--- src/rtl/cpu_pkg.sv ---
// Shared CPU constants and the boot loader state encoding.
// Optional checksum support in the loader is enabled with LOADER_CHECKSUM_EN.
package cpu_pkg;

  localparam int unsigned INST_ADDR_WIDTH = 8;
  localparam int unsigned INST_DATA_WIDTH = 32;
  localparam int unsigned LDR_LEN_WIDTH   = 16;
  localparam int unsigned BYTE_WIDTH      = 8;

  typedef enum logic [2:0] {
    IDLE,
    LEN_LO,
    LEN_HI,
    DATA,
    WRITE,
    CHK,
    DONE,
    ERR
  } loader_state_t;

  // States in which the loader accepts stream bytes.
  function automatic logic is_receiving(input loader_state_t s);
    return s inside {LEN_LO, LEN_HI, DATA, CHK};
  endfunction

  function automatic logic is_busy(input loader_state_t s);
    return !(s inside {IDLE, DONE, ERR});
  endfunction

endpackage

--- src/rtl/byte_word_packer.sv ---
// Assembles little-endian bytes into a 32-bit instruction word.
// word_valid_c flags the byte that completes the word.
module byte_word_packer
  import cpu_pkg::*;
(
  input  logic                       clk,
  input  logic                       rst_n,
  input  logic                       clear,
  input  logic                       in_valid,
  input  logic [BYTE_WIDTH-1:0]      in_data,
  output logic [INST_DATA_WIDTH-1:0] word,
  output logic                       word_valid_c
);

  logic [1:0] idx_q;

  always_ff @(posedge clk or negedge rst_n) begin
    if (!rst_n) begin
      idx_q <= '0;
      word  <= '0;
    end else if (clear) begin
      idx_q <= '0;
    end else if (in_valid) begin
      word[{idx_q, 3'b000} +: BYTE_WIDTH] <= in_data;
      idx_q                               <= idx_q + 2'd1;
    end
  end

  assign word_valid_c = in_valid && (idx_q == 2'd3);

endmodule

--- src/rtl/inst_mem_loader.sv ---
// Boot loader: parses a length header, packs bytes into words, writes the instruction SRAM.
// Define LOADER_CHECKSUM_EN to require a trailing XOR checksum byte.
module inst_mem_loader
  import cpu_pkg::*;
#(
  parameter int unsigned INST_ADDR_WIDTH = cpu_pkg::INST_ADDR_WIDTH,
  parameter int unsigned INST_DATA_WIDTH = cpu_pkg::INST_DATA_WIDTH
) (
  input  logic                       clk,
  input  logic                       rst_n,
  input  logic                       start,
  input  logic                       s_valid,
  input  logic [7:0]                 s_data,
  output logic                       s_ready,
  output logic                       inst_sram_wr,
  output logic [INST_ADDR_WIDTH-1:0] inst_sram_addr,
  output logic [INST_DATA_WIDTH-1:0] inst_sram_data,
  output logic                       busy,
  output logic                       done,
  output logic                       err,
  output logic                       core_run
);

  localparam int unsigned ADDR_CNT_WIDTH = INST_ADDR_WIDTH + 1;
  localparam int unsigned DEPTH          = 1 << INST_ADDR_WIDTH;

`ifdef LOADER_CHECKSUM_EN
  localparam loader_state_t END_STATE = CHK;
`else
  localparam loader_state_t END_STATE = DONE;
`endif

  loader_state_t              state_q, state_d;
  logic                       xfer_c;
  logic                       start_acc_c;
  logic                       word_valid_c;
  logic                       last_word_c;
  logic [7:0]                 len_lo_q;
  logic [LDR_LEN_WIDTH-1:0]   len_full_c;
  logic [LDR_LEN_WIDTH-1:0]   words_rem_q;
  logic [ADDR_CNT_WIDTH-1:0]  addr_q;
  logic                       unused_addr_msb;

  assign xfer_c          = s_valid & s_ready;
  assign start_acc_c     = start && (state_q inside {IDLE, DONE, ERR});
  assign len_full_c      = {s_data, len_lo_q};
  assign last_word_c     = (words_rem_q == LDR_LEN_WIDTH'(1));
  assign inst_sram_addr  = addr_q[INST_ADDR_WIDTH-1:0];
  // Extra counter bit only exists so a full-depth image never wraps onto address 0.
  assign unused_addr_msb = addr_q[INST_ADDR_WIDTH];

  byte_word_packer u_packer (
    .clk          (clk),
    .rst_n        (rst_n),
    .clear        (start_acc_c),
    .in_valid     (xfer_c && (state_q == DATA)),
    .in_data      (s_data),
    .word         (inst_sram_data),
    .word_valid_c (word_valid_c)
  );

`ifdef LOADER_CHECKSUM_EN
  logic [7:0] csum_q;

  always_ff @(posedge clk or negedge rst_n) begin
    if (!rst_n) begin
      csum_q <= '0;
    end else if (start_acc_c) begin
      csum_q <= '0;
    end else if (xfer_c && (state_q == DATA)) begin
      csum_q <= csum_q ^ s_data;
    end
  end
`endif

  // Next-state logic.
  always_comb begin
    state_d = state_q;
    case (state_q)
      IDLE, DONE, ERR: if (start) state_d = LEN_LO;
      LEN_LO:          if (xfer_c) state_d = LEN_HI;
      LEN_HI: begin
        if (xfer_c) begin
          if (len_full_c == '0)               state_d = END_STATE;
          else if (32'(len_full_c) > DEPTH)   state_d = ERR;
          else                                state_d = DATA;
        end
      end
      DATA:            if (word_valid_c) state_d = WRITE;
      WRITE:           state_d = last_word_c ? END_STATE : DATA;
`ifdef LOADER_CHECKSUM_EN
      CHK:             if (xfer_c) state_d = (s_data == csum_q) ? DONE : ERR;
`endif
      default:         state_d = IDLE;
    endcase
  end

  // State register with outputs decoded from the next state so they are all flops.
  always_ff @(posedge clk or negedge rst_n) begin
    if (!rst_n) begin
      state_q      <= IDLE;
      s_ready      <= 1'b0;
      busy         <= 1'b0;
      done         <= 1'b0;
      err          <= 1'b0;
      core_run     <= 1'b0;
      inst_sram_wr <= 1'b0;
    end else begin
      state_q      <= state_d;
      s_ready      <= is_receiving(state_d);
      busy         <= is_busy(state_d);
      done         <= (state_d == DONE);
      err          <= (state_d == ERR);
      core_run     <= (state_d == DONE);
      inst_sram_wr <= (state_d == WRITE);
    end
  end

  // Header latch, word counter and write address.
  always_ff @(posedge clk or negedge rst_n) begin
    if (!rst_n) begin
      len_lo_q    <= '0;
      words_rem_q <= '0;
      addr_q      <= '0;
    end else if (start_acc_c) begin
      words_rem_q <= '0;
      addr_q      <= '0;
    end else begin
      case (state_q)
        LEN_LO: if (xfer_c) len_lo_q <= s_data;
        LEN_HI: if (xfer_c) words_rem_q <= len_full_c;
        WRITE: begin
          addr_q      <= addr_q + ADDR_CNT_WIDTH'(1);
          words_rem_q <= words_rem_q - LDR_LEN_WIDTH'(1);
        end
        default: ;
      endcase
    end
  end

endmodule

--- config.mk ---
export PLATFORM = sky130hd
export DESIGN_NAME = inst_mem_loader
export DESIGN_NICKNAME = d
export VERILOG_FILES = /design/src/rtl/cpu_pkg.sv /design/src/rtl/byte_word_packer.sv /design/src/rtl/inst_mem_loader.sv
export SDC_FILE = /design/constraint.sdc
export NUM_CORES = 1
export LEC_CHECK = 0
export BUFFER_PORTS_ARGS = -buffer_cell sky130_fd_sc_hd__buf_4
export CAP_MARGIN = 15
export CORE_ASPECT_RATIO = 2
export CORE_UTILIZATION = 51
export CTS_CLUSTER_SIZE = 20
export DETAILED_ROUTE_END_ITERATION = 10
export GPL_TIMING_DRIVEN = 0
export PLACE_DENSITY = 0.72
export SLEW_MARGIN = 20
export SYNTH_ARGS = -nofsm -noshare
export SYNTH_HDL_FRONTEND = slang
export SYNTH_SLANG_ARGS = --single-unit
--- constraint.sdc ---
create_clock -name clk -period 1.6 [get_ports clk]
set_input_delay 0 -clock clk [delete_from_list [all_inputs] [get_ports clk]]
set_output_delay 0 -clock clk [all_outputs]
set_load 0.02 [all_outputs]
-- After elaboration in Yosys (flattened, before gate mapping)
Index checks and enable logic that the tools add are counted.
- flip-flop bits (word level): 75
- latch bits: 0
- bits in writable memories: 0
- memory bits (read-only): 0
- output and inout port bits: 46
- logic and storage cells: 69
- memories kept: 0
- add/sub/neg operators: 4
- $mul: 0
- div/mod/pow operators: 0
- $lt $le $gt $ge: 1
- eq/ne operators: 16
- shift operators: 2
- multiplexer cells: 16
- bitwise logic cells: 2
- reduce and logical (&&, ||, !) cells: 17
- operator list (operator ; number):
    32-bit bitwise mux ; 1
    16-bit two-way mux ; 2
    16-bit one-hot mux with 2 select lines ; 1
    8-bit by 7-bit variable shift with 32-bit output (first input constant) ; 1
    8-bit by 7-bit variable part select with 32-bit output ; 1
    3-bit equality test (second input constant) ; 7
    3-bit two-way mux ; 7
    9-bit two-way mux ; 2
    16-bit by 1-bit equality test with 1-bit output (second input constant) ; 1
    16-bit by 9-bit greater-than comparator with 1-bit output (second input constant) ; 1
    16-bit zero test ; 1
    16-bit by 1-bit subtractor with 16-bit output (second input constant) ; 1
    3-bit one-hot mux with 5 select lines ; 1
    3-bit by 2-bit equality test with 1-bit output (second input constant) ; 4
    9-bit by 1-bit adder with 9-bit output (second input constant) ; 1
    3-bit nonzero test ; 3
    5-bit negator with 7-bit output ; 1
    3-bit by 1-bit equality test with 1-bit output (second input constant) ; 2
    3-bit zero test ; 2
    2-bit two-way mux ; 2
    2-bit AND reduction ; 2
    2-bit nonzero test ; 2
    4-bit nonzero test ; 1
    1-bit logical AND ; 3
    other kinds (8) ; 8

-- Longest topological paths before layout
- depth in word-level cells: 8
- mapped depth: 7

-- Hierarchy
Synthesis repeated with hierarchy kept, for this count alone.
- cells, all modules: 387
- area, all modules: 3945.0 um^2
- modules (own cells, without submodules) (module ; times used ; cells each ; area each (um^2)):
    inst_mem_loader ; 1 ; 220 ; 2189.6
    byte_word_packer ; 1 ; 167 ; 1755.4

-- Worst setup path after synthesis
OpenSTA, ideal clock, no wires.
- path type: reg2reg
- start point: reg u_packer.idx_q[0]
- end point: reg u_packer.word[0]
- arrival: 1.625 ns
- data required time: 1.517 ns
- setup slack: -0.108 ns
- stages on the path, launching flop included: 6
- buffers on the path: 0
- clock period less this slack: 1.708 ns
- cells stage by stage: dfrtp_1 inv_1 ha_1 nor3b_1 nand2_1 o21ai_0
- cells in the longest elaborated chain, start to end: 3
- elaborated cells on any way between the ends: 4
- ends and longest elaborated chain (element ; RTL line ; text):
    start: declaration ; byte_word_packer.sv:15 ; logic [1:0] idx_q;
    start signal: assignment ; byte_word_packer.sv:25 ; idx_q <= idx_q + 2'd1;
    5-bit negator with 7-bit output (*) ; byte_word_packer.sv:24 ; word[{idx_q, 3'b000} +: BYTE_WIDTH] <= in_data;
    8-bit by 7-bit variable part select with 32-bit output or 8-bit by 7-bit variable shift with 32-bit output (tied branches) ; byte_word_packer.sv:24 ;
    32-bit bitwise mux (*) ; byte_word_packer.sv:24 ;
    end signal: indexed assignment ; byte_word_packer.sv:24 ;
    end: declaration ; byte_word_packer.sv:11 ; output logic [INST_DATA_WIDTH-1:0] word,
Mark *: on every way between the ends. The rest lies on a longest branch, timed or not.
A chain may end at the register's enable or synchronous reset.

-- Final worst setup path
- start point: reg words_rem_q[13]
- end point: reg err
- cells in the longest elaborated chain, start to end: 4
- ends and longest elaborated chain (element ; RTL line ; text):
    start: declaration ; inst_mem_loader.sv:40 ; logic [LDR_LEN_WIDTH-1:0] words_rem_q;
    start signal: assignment ; inst_mem_loader.sv:131 ; LEN_HI: if (xfer_c) words_rem_q <= len_full_c;
    start signal: assignment ; inst_mem_loader.sv:134 ; words_rem_q <= words_rem_q - LDR_LEN_WIDTH'(1);
    16-bit by 1-bit equality test with 1-bit output ; inst_mem_loader.sv:47 ; assign last_word_c = (words_rem_q == LDR_LEN_WIDTH'(1));
    3-bit two-way mux ; inst_mem_loader.sv:90 ; WRITE: state_d = last_word_c ? END_STATE : DATA;
    3-bit one-hot mux with 5 select lines ; inst_mem_loader.sv:79 ; case (state_q)
    named net state_d[0] ; inst_mem_loader.sv:33 ; loader_state_t state_q, state_d;
    3-bit equality test ; inst_mem_loader.sv:113 ; err <= (state_d == ERR);
    end signal: assignment ; inst_mem_loader.sv:113 ;
    end: declaration ; inst_mem_loader.sv:20 ; output logic err,
The timed path passes the listed nets, and every way through them passes these cells.

==> flow_summary.yaml <==
run_status:
  status: "complete, but fails checks"
  violations: "negative setup slack"
pwr:
  ir_drop_mv: 1.70
  p_total_mw: 10.9
  p_leak_nw: 2.55
  pwr_density_cell_nw_per_um2: 2010
placed_design:
  routabilityCongestion: 0.904
  dp_worst_setup_slack_ns: -0.590
  dp_hpwl_um: 6410
  io_buffers: 56
floorplanning:
  start_util_pct: 52.6
  die_w_um: 61.6
  core_sq_um: 6890
  die_h_um: 121
  die-area_sq_um: 7460
  rows: 43
  ios: 58
clocking:
  cts_root_buf: "clkbuf_16"
  clk_pin_slew_ns: 0.06
  cts_max_path_buffers: 2
  cts_tree: "done"
  cts_sinks: 74
  cts_buffers: 9
  cts_htree_levels: 3
  insertion_delay_ns: 0.33
synth:
  synthArstFlopShare_pct: 100
  ys_ff_latch: 74
  synthFlopType: "dfrtp_1"
  yosys.area.top_type_share_pct: 51.2
  yosysWarnings: 0
  synthCells: 376
  synth-seq-area-share_pct: 51.2
  synth_fp_nets: 396
  postSynthAreaPerCell_sq_um: 9.63
  syn_area_sq_um: 3620
  synth_largest_area_cell: "dfrtp_1"
  synth_edf_count: 0
  synth_area_leaders: "dfrtp_1, nand2_1, o21ai_0"
  synth.distinct_cells: 59
finish:
  drive_above_1_share_pct: 44.9
  fin_util_pct: 78.5
  finalNetCount: 516
  diodes: 0
  syn_to_final_growth_pct: 49.3
worst_setup_path:
  startpoint_type: "flip-flop"
  cpMaxStageDelayCell: "or4_4"
  cp_cell_sequence: "or4_4 -> nor3_4 -> a31o_1 -> and3_4 -> inv_2 -> and2_1"
  critPathMaxFanout: 4
  cp-end-kind: "flip-flop"
  crit_type: "flip-flop to flip-flop"
  critPathMaxStageDelay_ns: 0.56
  cp.required_ns: 1.82
  arrival_ns: 2.13
route:
  wl_per_cell_um: 19.1
  drc: 0
  drtIter0Drc: 225
  dr.pass1.iters: 6
  detail-route-antenna-nets: 0
  drt-total-wl_um: 11300
  avgViaCountPerCell: 5.86
  vias: 3464
sta:
  final_max_slew_viol_count: 0
  period_needed_ns: 1.91
  fin_hold_ws_ns: 0.124
  rsz0062_at_grt: "yes"
  setup_violations: 40
  worst_pin_slew_ns: 0.933
  timing.final.ws_setup_ns: -0.314
  period_share_pct: 120
  final_hold_viol_count: 0
  finClkSkew_ns: 0.00514
  relSlewSlack_pct: 37.8
  clock.fmax_mhz: 522
min_path:
  min_path_type: "input port to flip-flop"
job:
  maxCapViolations: 0
grt:
  grt-ovfl-total: 0
  grt.total_usage_pct: 29.1
  grt_max_degree: 75
  grt_pass1_wl_um: 15600
  antenna_found_initial: 0
  grt_pass1_vias: 3253
[what timing repair did]
action,4_1_cts,5_1_grt
hold buffers,8,0
cloned,1,1
setup endpoints to repair,64,67
pin swaps,17,43
gates resized for setup,55,102
hold endpoints to repair,110,0
buffers inserted,21,25
[metal layers]
layer	routed length, um	GRT usage [%]	part of all wire, %
met5	0	0	0
met3	533	5.22	4.7
met2	6300	49.1	56
met4	605	16.5	5.4
met1	3850	32.6	34
[sequential cells by signal, summed over array words and instances (netlist names)]
name / flops
u_packer.word: 32
err: 1
core_run: 1
s_ready: 1
inst_sram_wr: 1
state_q: 3
busy: 1
words_rem_q: 16
addr_q: 8
u_packer.idx_q: 2
len_lo_q: 8
[critical path, delay by kind of cell, from the launching register on]
kind | cells | cell delay [ns]
AND/OR/NAND/NOR | 4 | 1.18
flip-flops | 1 | 0.38
buffers and inverters | 1 | 0.04
AO/OA/AOI/OAI | 1 | 0.21
[per-stage QoR]
step,instances,cell area (sq um),TNS [ns]
4_1_cts,568,4970,-1.76
5_1_grt,591,5410,-6.02
3_3_place_gp,522,4160,-16.50
3_5_place_dp,522,4160,-18.66
6_report,591,5410,-3.61
2_1_floorplan,376,3630,-2.74
[kinds of logic (layout without fill, tap and decap cells)]
| family | after synthesis | count (layout) | share of synthesized area (%) |
|---|---|---|---|
| flip-flops | 74 | 74 | 51.2 |
| buffers and inverters | 26 | 151 | 3.77 |
| XOR/XNOR | 8 | 8 | 1.94 |
| AND/OR/NAND/NOR | 169 | 169 | 23.2 |
| AO/OA/AOI/OAI | 80 | 80 | 13.8 |
| multiplexers | 11 | 11 | 3.35 |
| adder cells (fa/ha/maj) | 8 | 8 | 2.77 |
[where the power goes]
part,internal [mW],leakage (nW),switching (mW)
clock network,1.52,0.160,0.776
logic,2.50,1.41,2.88
registers,2.55,0.975,0.638
total,6.57,2.55,4.30
[synth_stat cells (all sizes together) (5+ instances only)]
cell type / instances
a21oi: 14
buf: 12
clkbuf: 5
dfrtp: 74
ha: 8
inv: 9
mux2: 9
nand2: 91
nand3: 18
nand4: 5
nor2: 20
nor3: 11
nor4: 5
o21ai: 38
xor2: 7
[cell type report]
| cell class | count | area, sq um |
|---|---|---|
| clock inverters | 5 | 103 |
| repair buffers | 111 | 912 |
| inverters | 9 | 42.5 |
| fillers | 436 | 1480 |
| plain buffers | 15 | 148 |
| multi-input cells | 276 | 2000 |
| flip-flops and latches | 74 | 1860 |
| clock buffers | 11 | 233 |
| well taps | 90 | 113 |
[cell usage in the layout, fill, tap and decap left out, drive strengths merged, types with 3 or more instances in the layout]
master       netlist  final
a211oi             3      3
a21oi             14     14
a22oi              3      3
a31oi              4      4
a32oi              4      4
and2               3      3
and3               3      3
buf               12    116
bufinv             0      3
clkbuf             5     13
dfrtp             74     74
dlygate4sd3        0      8
ha                 8      8
inv                9      8
mux2               9      9
nand2             91     91
nand3             18     18
nand4              5      5
nor2              20     20
nor3              11     11
nor3b              3      3
nor4               5      5
o21ai             38     38
xor2               7      7
[worst paths after layout]
check | start | end | slack (ns) | cells past startpoint
min | s_data[0] | u_packer.word[0] | 0.12 | 3
min reg2reg | u_packer.word[24] | u_packer.word[24] | 0.47 | 2
max reg2reg | words_rem_q[13] | err | -0.31 | 6
min in group asynchronous | rst_n | err | 0.36 | 2
max | words_rem_q[13] | err | -0.31 | 6
max in group asynchronous | rst_n | u_packer.idx_q[0] | 0.58 | 2
Power figures use the tool's default switching activity.
